`src/rtl/mem_port_arbiter.sv`:
```
// mem_port_arbiter
//   Shares one slow off-chip memory port between the instruction-side and
//   data-side L2 miss/write-back interfaces. One transaction at a time,
//   round-robin (or D-biased) arbitration, a mandatory one-cycle release gap
//   between transactions, and a sticky watchdog for hung transactions.
//
// Ports
//   clk, proc_reset          clock (rising edge), synchronous active-high reset
//   i_mem_read/write/addr/wdata  I-side request, held until i_mem_ready
//   i_mem_rdata/ready        I-side read line and completion strobe
//   d_mem_*                  same as i_mem_*, D-side
//   mem_read/write/addr/wdata    request to slow memory (0 outside a grant)
//   mem_rdata/ready          slow memory read line and 1-cycle completion
//   grant_i, grant_d         current owner of the memory port
//   timeout_err              sticky watchdog flag, cleared only by reset
//
// State     | meaning
// ----------+-----------------------------------------------------------
// IDLE      | no owner; arbitrate among current requests
// GRANT_I   | I-side owns the memory port
// GRANT_D   | D-side owns the memory port
// RELEASE   | one dead cycle so a finishing side's stale request is dropped
module mem_port_arbiter #(
  parameter int ADDR_W      = 28,
  parameter int DATA_W      = 128,
  parameter int TIMEOUT_CYC = 1024,
  parameter int FIXED_PRIO  = 0
) (
  input  logic              clk,
  input  logic              proc_reset,
  input  logic              i_mem_read,
  input  logic              i_mem_write,
  input  logic [ADDR_W-1:0] i_mem_addr,
  input  logic [DATA_W-1:0] i_mem_wdata,
  output logic [DATA_W-1:0] i_mem_rdata,
  output logic              i_mem_ready,
  input  logic              d_mem_read,
  input  logic              d_mem_write,
  input  logic [ADDR_W-1:0] d_mem_addr,
  input  logic [DATA_W-1:0] d_mem_wdata,
  output logic [DATA_W-1:0] d_mem_rdata,
  output logic              d_mem_ready,
  output logic              mem_read,
  output logic              mem_write,
  output logic [ADDR_W-1:0] mem_addr,
  output logic [DATA_W-1:0] mem_wdata,
  input  logic [DATA_W-1:0] mem_rdata,
  input  logic              mem_ready,
  output logic              grant_i,
  output logic              grant_d,
  output logic              timeout_err
);

  typedef enum logic [1:0] {
    IDLE    = 2'd0,
    GRANT_I = 2'd1,
    GRANT_D = 2'd2,
    RELEASE = 2'd3
  } state_t;

  localparam int WD_W = (TIMEOUT_CYC > 1) ? $clog2(TIMEOUT_CYC) : 1;
  localparam logic [WD_W-1:0] WD_LAST = WD_W'(TIMEOUT_CYC - 1);

  state_t          r_state;
  state_t          w_next_state;
  logic            r_last_d;
  logic            w_next_last_d;
  logic [WD_W-1:0] r_wd_cnt;
  logic            r_timeout_err;

  logic w_req_i;
  logic w_req_d;
  logic w_granted;

  assign w_req_i   = i_mem_read | i_mem_write;
  assign w_req_d   = d_mem_read | d_mem_write;
  assign w_granted = (r_state == GRANT_I) || (r_state == GRANT_D);

  always_comb begin
    w_next_state  = r_state;
    w_next_last_d = r_last_d;
    case (r_state)
      IDLE: begin
        if (w_req_i && w_req_d) begin
          // Tie: the side that did not finish last wins, unless D is pinned.
          w_next_state = ((FIXED_PRIO != 0) || !r_last_d) ? GRANT_D : GRANT_I;
        end else if (w_req_i) begin
          w_next_state = GRANT_I;
        end else if (w_req_d) begin
          w_next_state = GRANT_D;
        end
      end
      GRANT_I: begin
        if (mem_ready) begin
          w_next_state  = RELEASE;
          w_next_last_d = 1'b0;
        end else if (!w_req_i) begin
          w_next_state  = RELEASE;
        end
      end
      GRANT_D: begin
        if (mem_ready) begin
          w_next_state  = RELEASE;
          w_next_last_d = 1'b1;
        end else if (!w_req_d) begin
          w_next_state  = RELEASE;
        end
      end
      RELEASE: w_next_state = IDLE;
      default: w_next_state = IDLE;
    endcase
  end

  always_comb begin
    mem_read    = 1'b0;
    mem_write   = 1'b0;
    mem_addr    = '0;
    mem_wdata   = '0;
    i_mem_ready = 1'b0;
    d_mem_ready = 1'b0;
    case (r_state)
      GRANT_I: begin
        mem_write   = i_mem_write;
        mem_read    = i_mem_read & ~i_mem_write;
        mem_addr    = i_mem_addr;
        mem_wdata   = i_mem_wdata;
        i_mem_ready = mem_ready;
      end
      GRANT_D: begin
        mem_write   = d_mem_write;
        mem_read    = d_mem_read & ~d_mem_write;
        mem_addr    = d_mem_addr;
        mem_wdata   = d_mem_wdata;
        d_mem_ready = mem_ready;
      end
      default: ;
    endcase
  end

  // Read data is not qualified here; the ready strobe is the only qualifier.
  assign i_mem_rdata = mem_rdata;
  assign d_mem_rdata = mem_rdata;
  assign grant_i     = (r_state == GRANT_I);
  assign grant_d     = (r_state == GRANT_D);
  assign timeout_err = r_timeout_err;

  always_ff @(posedge clk) begin
    if (proc_reset) begin
      r_state       <= IDLE;
      r_last_d      <= 1'b1;
      r_wd_cnt      <= '0;
      r_timeout_err <= 1'b0;
    end else begin
      r_state  <= w_next_state;
      r_last_d <= w_next_last_d;
      // Grants are only ever entered from IDLE, so clearing there is
      // equivalent to clearing on grant entry.
      if (r_state == IDLE) begin
        r_wd_cnt <= '0;
      end else if (w_granted && !mem_ready) begin
        if (r_wd_cnt == WD_LAST) begin
          r_timeout_err <= 1'b1;
        end else begin
          r_wd_cnt <= r_wd_cnt + 1'b1;
        end
      end
    end
  end

endmodule

```
`config.mk`:
```
export PLATFORM = sky130hd
export DESIGN_NAME = mem_port_arbiter
export DESIGN_NICKNAME = d
export VERILOG_FILES = /design/src/rtl/mem_port_arbiter.sv
export SDC_FILE = /design/constraint.sdc
export NUM_CORES = 1
export LEC_CHECK = 0
export BUFFER_PORTS_ARGS = -buffer_cell sky130_fd_sc_hd__buf_2
export CAP_MARGIN = 20
export CORE_AREA = 2 2 341 343
export DETAILED_ROUTE_END_ITERATION = 12
export DIE_AREA = 0 0 343 345
export SKIP_CTS_REPAIR_TIMING = 1
export SLEW_MARGIN = 10
export SYNTH_ARGS = -nofsm -noshare
export SYNTH_HDL_FRONTEND = slang
export SYNTH_SLANG_ARGS = --single-unit
```
`constraint.sdc`:
```
create_clock -name clk -period 4.2 [get_ports clk]
set_input_delay 1.05 -clock clk [delete_from_list [all_inputs] [get_ports clk]]
set_output_delay 1.05 -clock clk [all_outputs]
set_load 0.05 [all_outputs]
```
==> key figures <==
Setup path
  – Terminus of the critical flop-to-flop path: r_wd_cnt[5]
  – Setup CP Type: flip-flop to output pin
  – Worst endpoint data arrival time: 2.64 ns
  – Worst reg-to-reg setup slack: 1.79 ns
  – CP Max Fanout: 63
  – CP Launch Type: flip-flop
  – CP required: 3.15 ns
  – Worst reg2reg path depth: 7
  – CP Capture Type: output pin
  – R2R Path Start: r_state[0]

Power
  – Lkg Pwr: 0.00303 µW
  – Max IR drop VDD: 0.000432 V
  – PD cells: 730 nW/µm²

Route
  – Antenna-violating nets left: 0
  – Drt wl/cell: 28.7 µm
  – DR iter-0 viols: 368
  – DRT Pass-1 Iters: 4
  – Via-to-Cell Ratio: 2.54
  – Routed Wire Length: 70500 µm
  – DRC Markers: 0
  – Vias: 6229

Yosys
  – Mapped Cells: 722
  – Yosys reg bits: 14
  – Synth cell types: 40
  – Seq/Total Area, Yosys: 0.0546
  – Syn_nets: 1174
  – Total number of yosys warnings: 0
  – Post-Syn Area: 5130 µm²
  – Mean post-synth cell area: 7.11 µm²

Floorplan
  – Starting Density: 0.0446
  – Die X: 343 µm
  – Top-level port count: 866
  – Die Y: 345 µm
  – Cell Rows: 125
  – Die area: 118000 µm²
  – Core Footprint: 115000 µm²

Global route
  – Vias in the first global route: 5920
  – First-pass GRT wire length: 81800 µm
  – Overall Global Routing Usage: 0.113
  – Initial antenna violation count: 58
  – Global route total overflow: 0
  – Largest net degree at the start of global routing: 74

Placed design
  – Port buffer count: 481
  – Dpl ws: 0.623 ns
  – Post-DP Area: 7520 µm²
  – HPWL Detailed: 66000 µm
  – Placer Congestion: 0.790

Cells and area
  – Final Cell Area: 7660 µm²
  – Commonest non-fill, non-tap cell in the layout: buf_2
  – Share of cells above drive strength 1: 0.562
  – # fillers: 13700
  – Layout net count: 1359
  – Area growth syn-to-layout: 49.3%
  – Final core occ: 0.0666
  – Most frequent cells in the layout: buf_2 (481), nor2b_1 (159), a22oi_1 (156)

STA
  – Hold slack: 0.464 ns
  – Minimum clock period: 3.69 ns
  – Final hold viol count: 0
  – Period utilisation layout: 0.878
  – Max frequency: 271 MHz
  – Worst slew pin tran: 1.05 ns
  – Clock skew: 0.00423 ns
  – Setup Total Neg Slack: 0 ns
  – Max-Slew Margin vs Limit: 0.299
  – Final worst slack: 0.512 ns
  – Final Max Slew Viols: 0
  – Setup violators final: 0
  – RSZ-0062 raised after global routing: no

CTS
  – CTS sink cnt: 14
  – Clk root buf: clkbuf_16
  – CTS Buf Count: 3
  – CTS Buffer Depth: 2
  – CTS tree: done
  – Skew-Pair Late Insertion Delay: 0.25 ns
  – CTS clock-pin slew for the worst setup and hold paths: 0.05 ns
  – Htree depth: 1

Hold path
  – Hold Startpoint: timeout_err
  – Hold endpoint: timeout_err
  – Tightest Hold Check Type: flip-flop to flip-flop
  – Worst Hold Depth: 2

Flow run
  – Number of max-cap violations: 0

Run status
  – Status: complete, no violations
-- final cells by class --
type	instances	area, µm²	area share
multi-input combinational	391	2720	0.354
timing repair buffer	492	2600	0.339
tap	1524	1910	0.249
sequential	14	280	0.0366
clock buffer	4	88.8	0.0116
antenna	23	57.6	0.00751
inverter	5	18.8	0.00245
-- worst max-delay path by stage --
stage                        end  slack [ns]  cells after the start            from
global placement    mem_addr[26]        0.37                      4  d_mem_addr[26]
global route        mem_wdata[3]        0.42                      6      r_state[0]
finish              mem_addr[16]        0.51                      5      r_state[0]
detailed placement  mem_addr[25]        0.62                      4  d_mem_addr[25]
floorplan            mem_addr[5]        0.78                      7      r_state[1]
CTS                 mem_wdata[3]        0.41                      6      r_state[0]
-- worst max-delay path: stages (launching register included) --
cell	delay, ns
dfxtp_1	0.41
inv_1	0.15
ha_4	0.49
buf_12	0.27
nor2b_1	0.54
buf_2	0.38
-- report_power, final --
part	internal [µW]	switching [µW]	leakage [µW]	total [µW]
combinational	1370	3860	0.00287	5240
sequential	146	14.2	0.000113	160
clock	144	57.9	0.0000443	202
total	1670	3930	0.00303	5600
-- Yosys cell counts --
cell / n / area (µm²)
mux2i_1: 1 / 10.0
and4b_2: 1 / 11.3
or4_1: 1 / 7.51
inv_1: 5 / 18.8
a311oi_1: 2 / 17.5
a31oi_1: 2 / 12.5
o22ai_1: 1 / 6.26
and2b_4: 1 / 10.0
xor2_1: 2 / 17.5
nand4_1: 2 / 12.5
nor2b_1: 159 / 995
nand3_1: 3 / 15.0
o21ai_0: 5 / 25.0
clkbuf_1: 34 / 128
and2_2: 1 / 7.51
a21oi_1: 9 / 45.0
a21o_2: 1 / 8.76
buf_4: 258 / 1940
o21ba_2: 1 / 10.0
nor3_1: 4 / 20.0
and2_1: 2 / 12.5
o211ai_1: 1 / 7.51
buf_2: 17 / 85.1
or2_2: 1 / 6.26
o31ai_1: 2 / 15.0
and4_1: 2 / 17.5
buf_1: 3 / 11.3
and3_1: 1 / 6.26
nand4_4: 1 / 21.3
nand2_1: 8 / 30.0
ha_1: 5 / 62.6
a211oi_1: 1 / 7.51
a22oi_1: 157 / 1180
nor2_1: 9 / 33.8
o221a_2: 1 / 11.3
and4_2: 1 / 10.0
a211o_1: 1 / 8.76
dfxtp_1: 14 / 280
or3_1: 1 / 6.26
nor4_1: 1 / 6.26
-- layer usage --
layer	wire (µm)	GRT usage	vias to the layer above
li1	-	-	2638
met1	25900	0.125	2798
met2	30300	0.175	672
met3	13100	0.0855	93
met4	1030	0.0131	28
met5	200	0	-
-- sequential cells by signal, indices dropped and copies added (netlist names) --
name	cells
r_state	2
r_last_d	1
r_wd_cnt	10
timeout_err	1
-- kinds of logic (layout without fill, tap and decap cells) --
family | count (synthesis) | count (layout) | synth area share
compound gates | 184 | 184 | 0.264
xor+xnor | 2 | 2 | 0.00341
simple gates | 199 | 199 | 0.239
mux | 1 | 1 | 0.00195
flops | 14 | 14 | 0.0546
fa+ha+maj | 5 | 5 | 0.0122
other cells | 0 | 23 | 0
buf+inv | 317 | 501 | 0.425
-- metrics by stage --
stage	power (µW)	std cells
2_1_floorplan	4060	722
3_3_place_gp	5550	2424
3_5_place_dp	5600	2426
4_1_cts	5810	2430
5_1_grt	5940	2433
6_report	5600	2453
(Power assumes the default switching activity.)
